<file path="config.mk">
export PLATFORM = sky130hd
export DESIGN_NAME = fetch_unit
export DESIGN_NICKNAME = d
export VERILOG_FILES = /design/src/rtl/fetch_unit.sv
export SDC_FILE = /design/constraint.sdc
export NUM_CORES = 1
export LEC_CHECK = 0
export ABC_AREA = 1
export BUFFER_PORTS_ARGS = -buffer_cell sky130_fd_sc_hd__buf_2
export CORE_MARGIN = 2
export CORE_UTILIZATION = 30
export CTS_CLUSTER_DIAMETER = 40
export CTS_CLUSTER_SIZE = 14
export DETAILED_ROUTE_END_ITERATION = 16
export SLEW_MARGIN = 0
export SYNTH_ARGS = -nofsm -noshare
export SYNTH_HDL_FRONTEND = slang
export SYNTH_SLANG_ARGS = --single-unit
</file>
<file path="constraint.sdc">
create_clock -name clk -period 3 [get_ports clk]
set_input_delay 0.15 -clock clk [delete_from_list [all_inputs] [get_ports clk]]
set_output_delay 0.15 -clock clk [all_outputs]
set_load 0.05 [all_outputs]
</file>
<file path="src/rtl/fetch_unit.sv">
// Instruction fetch stage: drives the instruction-memory request from the PC and
// fills the IF/ID register. A one-word skid buffer keeps a returned word while the pipe is stalled.
module fetch_unit #(
    parameter logic [31:0] PC_RESET = 32'h0000_3000,
    parameter logic [31:0] NOP_WORD = 32'h0000_0000
) (
    input  logic        clk,
    input  logic        reset,
    input  logic [31:0] npc,
    input  logic        stall,
    input  logic        flush,
    output logic [31:0] pc,
    output logic        imem_req,
    output logic [31:0] imem_addr,
    input  logic        imem_ready,
    input  logic [31:0] imem_rdata,
    output logic [31:0] if_id_instr,
    output logic [31:0] if_id_pc,
    output logic        if_id_valid,
    output logic        fetch_busy
);

    localparam logic [0:0] ST_REQ  = 1'b0;
    localparam logic [0:0] ST_HOLD = 1'b1;

    logic [0:0]  r_state;
    logic [31:0] r_pc;
    logic [31:0] r_skid;
    logic [31:0] r_if_instr;
    logic [31:0] r_if_pc;
    logic        r_if_valid;

    logic        w_in_req;
    logic        w_advance;
    logic        w_capture;
    logic        w_bubble;
    logic [31:0] w_word;

    assign w_in_req  = (r_state == ST_REQ);
    assign w_advance = !stall && (w_in_req ? imem_ready : 1'b1);
    assign w_capture = w_in_req && imem_ready && stall;
    // Memory is late and nothing holds the pipe: push a bubble, retry the same PC.
    assign w_bubble  = w_in_req && !imem_ready && !stall;
    assign w_word    = w_in_req ? imem_rdata : r_skid;

    always_ff @(posedge clk or negedge reset) begin
        if (!reset) begin
            r_state    <= ST_REQ;
            r_pc       <= PC_RESET;
            r_skid     <= 32'h0000_0000;
            r_if_instr <= NOP_WORD;
            r_if_pc    <= PC_RESET;
            r_if_valid <= 1'b0;
        end else if (w_advance) begin
            r_state    <= ST_REQ;
            r_pc       <= npc;
            r_if_pc    <= r_pc;
            r_if_instr <= flush ? NOP_WORD : w_word;
            r_if_valid <= !flush;
        end else if (w_capture) begin
            r_state <= ST_HOLD;
            r_skid  <= imem_rdata;
        end else if (w_bubble) begin
            r_if_instr <= NOP_WORD;
            r_if_pc    <= r_pc;
            r_if_valid <= 1'b0;
        end
    end

    assign pc          = r_pc;
    assign imem_req    = w_in_req;
    assign imem_addr   = r_pc;
    assign fetch_busy  = w_in_req && !imem_ready;
    assign if_id_instr = r_if_instr;
    assign if_id_pc    = r_if_pc;
    assign if_id_valid = r_if_valid;

endmodule

</file>
Yosys cells after proc, flatten, opt, wreduce, memory -nomap -nowiden
Cells that the tools add are included.
- flip-flop bits (word level): 130
- input port bits: 69
- output and inout port bits: 131
- word-level logic and storage cells: 35
- eq/ne operators: 1
- multiplexer cells: 14
- bitwise logic cells: 2
- reductions and logical operators: 12
- operators with widths (kind ; number):
    2-to-1 mux 32 bit ; 8
    2-to-1 mux 1 bit ; 6
    logical AND 1 bit ; 5
    AND reduction 2 bit ; 2
    nonzero test 2 bit ; 2
    logical NOT 1 bit ; 3
    != test 2 bit, second input constant ; 1
    NOT 1 bit ; 2

Longest topological paths before layout
- depth in word-level cells: 6
- mapped depth: 7
- mapped depth without buffers: 5

Worst setup path after synthesis
OpenSTA, ideal clock, no wires.
- kind: reg-to-reg
- start: reg r_state
- end: reg r_if_instr[23] (netlist: if_id_instr[23])
- library setup time: 118 ps
- data arrival time: 1266 ps
- data required time: 2882 ps
- path slack: 1616 ps
- stages on the path, launching flop included: 8
- buffers on the path: 3
- clock period less this slack: 1384 ps
- cell sequence: dfrtp_1 -> buf_6 -> nor2_4 -> nor2_2 -> buf_6 -> buf_2 -> nand3_1 -> nand2_1
- longest elaborated chain between the ends: 5
- elaborated cells on any way between the ends: 13
- those cells by class: eq/ne (1); mux (4); bitwise (1); reduce/logical (7)
- RTL lines (what ; RTL line ; RTL):
    start, declared ; 26 ; logic [0:0] r_state;
    start signal, assigned ; 48 ; r_state <= ST_REQ;
    start signal, assigned ; 55 ; r_state <= ST_REQ;
    start signal, assigned ; 61 ; r_state <= ST_HOLD;
    NOT 1 bit ; 39 ; assign w_in_req = (r_state == ST_REQ);
    logical AND 1 bit ; - ;
    named net fetch_busy ; 20 ; output logic fetch_busy
    logical AND 1 bit ; 43 ; assign w_bubble = w_in_req && !imem_ready && !stall;
    nonzero test 2 bit (no source line) ; - ;
    AND reduction 2 bit (no source line) ; - ;
    end signal, assigned ; 58 ; r_if_instr <= flush ? NOP_WORD : w_word;
    end, declared ; 29 ; logic [31:0] r_if_instr;
The timed path passes the listed nets, and every way through them passes these cells.
A chain may end at the register's enable or synchronous reset.

Final worst setup path
- start: reg r_state
- end: reg r_skid[24]
- longest elaborated chain between the ends: 4
- elaborated cells on any way between the ends: 7
- those cells by class: mux (1); bitwise (2); reduce/logical (4)
- RTL lines (what ; RTL line ; RTL):
    2-to-1 mux 1 bit / NOT 1 bit (equally long branches) ; 40, 39 ;
    logical AND 1 bit, on equally long branches ; 40, 41 ;
    NOT 1 bit (no source line) / logical AND 1 bit (equally long branches) ; - ;
    AND reduction 2 bit (no source line) (*) ; - ;
    end signal, assigned ; 62 ; r_skid <= imem_rdata;
    end, declared ; 28 ; logic [31:0] r_skid;
Every way passes the cells marked *; elsewhere a longest branch is shown, timed or not.

==> results_dict.tcl <==
set metrics [dict create \
    status "completed" \
    cts_buffers 17 \
    reg2reg_depth 4 \
    htreeDepth 4 \
    ys_seq_area_frac 0.5811 \
    routed_wl_um 15230 \
    ys_types 18 \
    fin_skew_ns 0.008283 \
    syn_nets 748 \
    synth_warnings 0 \
    postRouteAntennaNets 0 \
    slew_headroom 0.5609 \
    use_met3 0.04959 \
    core.rowCount 49 \
    hold_viol_final 0 \
    grtUsageMet2 0.2621 \
    syn_avg_cell_area_um2 8.257 \
    globalRouteOverflowTotal 0 \
    holdPathStages 3 \
    cp_max_fo 64 \
    cp.required_ns 3.26 \
    drtIter0Drc 245 \
    fin_crit_ns 2.192 \
    gp_congestion 0.7979 \
    endpoint_kind "register" \
    worstSetupStartpointType "register" \
    clk_pin_slew_ns 0.06 \
    hold_path.class "primary input to register" \
    drive_above_1_share 0.2697 \
    setup_viol 0 \
    period_share 0.7307 \
    grt.busiest_layer "met2" \
    cpPeakStageDelay_ns 0.76 \
    num_antenna_cells 0 \
    fill_cells 1785 \
    cp_num_buf_inv 2 \
    ios 200 \
    grt_usage 0.1569 \
    final.setup.tns_ns 0 \
    crit_type "register to register" \
    reg2reg_setup_slack_ns 0.81 \
    yosysTopAreaCell "dfrtp_1" \
    post_cts_resized 0 \
    grt_pass1_wl_um 24610 \
    path_cells "inv_2 -> nand3_2 -> buf_4 -> o21ai_0" \
    maxSlewViolCount 0 \
    clk_latency_ns 0.41 \
    syn-cell-area_um2 5607 \
    routed_via_density 4.308 \
    grt_use_met1 0.1941 \
    start_util 0.3089 \
    core-area_um2 18150 \
    grt_max_degree 70 \
    synth_area_leaders "dfrtp_1 (56%), nand2_1 (23%), o21ai_0 (4.6%)" \
    synthCells 679 \
    slowest_stage "dfrtp_1" \
    root_buffer "clkbuf_16" \
    clockBufferDepth 2 \
    fp.dieW_um 140.7 \
    area_growth_pct 38.65 \
    reg2reg_from "r_state" \
    drcViolationCount 0 \
    cap_violations 0 \
    port_buffers 199 \
    cts_tree "yes" \
    die_h_um 140.7 \
    timing.rr.end "r_skid[24]" \
    design.die.area_um2 19800 \
    endpoint "r_skid[24]" \
    vias 4915 \
    fmax_ghz 0.4562 \
    p_leak_nw 4.437 \
    clock-sinks 130 \
    worst_pin_slew_ns 0.6577 \
    grt_pass1_vias 4711 \
    drt-pass1-iter-count 4 \
    synth_seq_cells 130 \
    dp_hpwl_um 9757 \
    worstSetupStartpoint "r_state" \
    yosysTopAreaCellShare 0.5624 \
    wire_per_inst_um 13.35 \
    cp.arrival_ns 2.46 \
    path_depth 4 \
    rsz0062_at_grt "no" \
    finish.utilization 0.4284 \
    ir_worst_vdd_mv 0.3669 \
    antenna_found_initial 0 \
    nNetsFinal 968 \
    critical_path.top_delay_family "buffers and inverters" \
    powerDensity_nw_per_um2 732.8 \
]
layout by cell type, fill, tap and decap left out:
cell / instances
nand2_1: 345
buf_2: 198
dfrtp_1: 126
dlygate4sd3_1: 61
o21ai_0: 52
inv_1: 44
nand3_1: 32
clkbuf_16: 17
buf_4: 9
clkbuf_1: 4
clkbuf_8: 4
clkinvlp_4: 4
dfstp_2: 4
nor2_4: 2
bufinv_16: 2
inv_2: 1
nand3_2: 1
o21ai_1: 1
o21ai_2: 1
nor2_1: 1
clkinv_4: 1
buf_6: 1
buf_12: 1
worst min-delay path, delay by kind of cell:
family	cells	cell delay [ns]
buf+inv	2	0.15
compound gates	1	0.08
worst min-delay path by stage:
stage / startpoint / endpoint / slack [ns]
after CTS: imem_rdata[17] / r_skid[17] / 0.007
after detailed placement: reset / r_skid[16] / 0.17
after global placement: reset / r_skid[16] / 0.17
after global routing: imem_rdata[17] / r_skid[17] / 0.02
after floorplan: reset / if_id_instr[0] / -0.15
final: imem_rdata[17] / r_skid[17] / 0.02
timing repair:
action / 4_1_cts / 5_1_grt
buffers inserted: 0 / 0
hold buffers: 61 / 0
endpoints found under the hold margin: 117 / 0
cells in the mapped netlist:
| cell | count |
|---|---|
| buf_1 | 3 |
| buf_2 | 20 |
| buf_4 | 32 |
| buf_6 | 2 |
| clkbuf_1 | 12 |
| dfrtp_1 | 126 |
| dfstp_2 | 4 |
| inv_1 | 44 |
| inv_2 | 1 |
| nand2_1 | 345 |
| nand3_1 | 32 |
| nand3_2 | 1 |
| nor2_1 | 1 |
| nor2_2 | 1 |
| nor2_4 | 1 |
| o21ai_0 | 52 |
| o21ai_1 | 1 |
| o21ai_2 | 1 |
per-stage QoR:
| step | instances | instance area [µm²] | setup WS [ns] | total power, W | hold slack (ns) |
|---|---|---|---|---|---|
| finish | 1141 | 7774 | 0.8080 | 0.005696 | 0.02135 |
| global route | 1141 | 7774 | 0.5963 | 0.005979 | 0.01647 |
| CTS | 1141 | 7774 | 0.7721 | 0.005777 | 0.007205 |
| detailed placement | 1048 | 6569 | 0.7806 | 0.003617 | 0.1721 |
| global placement | 1048 | 6569 | 0.8762 | 0.003604 | 0.1691 |
| floorplan | 679 | 5607 | 1.616 | 0.003283 | -0.1456 |
sequential cells by signal (all words and copies together), names as in the netlist:
name / count
imem_addr: 32
if_id_pc: 32
r_skid: 32
if_id_valid: 1
if_id_instr: 32
r_state: 1
layer usage:
metal | routed length (µm) | share of wire
met1 | 6797 | 0.45
met2 | 7368 | 0.48
met3 | 852 | 0.056
met4 | 208 | 0.014
met5 | 0 | 0
kinds of logic (layout without fill, tap and decap cells):
logic type / count (synthesis) / in the layout / share of synthesized area
and+or+nand+nor: 381 / 381 / 0.2651
DFF: 130 / 130 / 0.5811
buffers and inverters: 114 / 347 / 0.1049
AOI/OAI and AO/OA: 54 / 54 / 0.04887
report_power, final:
| group | switching (W) | internal (W) |
|---|---|---|
| clock | 0.000742 | 0.00131 |
| combinational | 0.00115 | 0.000359 |
| sequential | 0.000147 | 0.00198 |
area by class of cell:
cell class | count | area [µm²] | share of cell area
repair buffers | 270 | 1700 | 0.2187
clock inverters | 7 | 98.84 | 0.01272
inverters | 45 | 168.9 | 0.02173
clock buffers | 25 | 495.5 | 0.06374
well taps | 229 | 286.5 | 0.03686
flip-flops and latches | 130 | 3258 | 0.4191
multi-input cells | 435 | 1765 | 0.2271
Note: power is estimated with default switching activity, not from simulation.
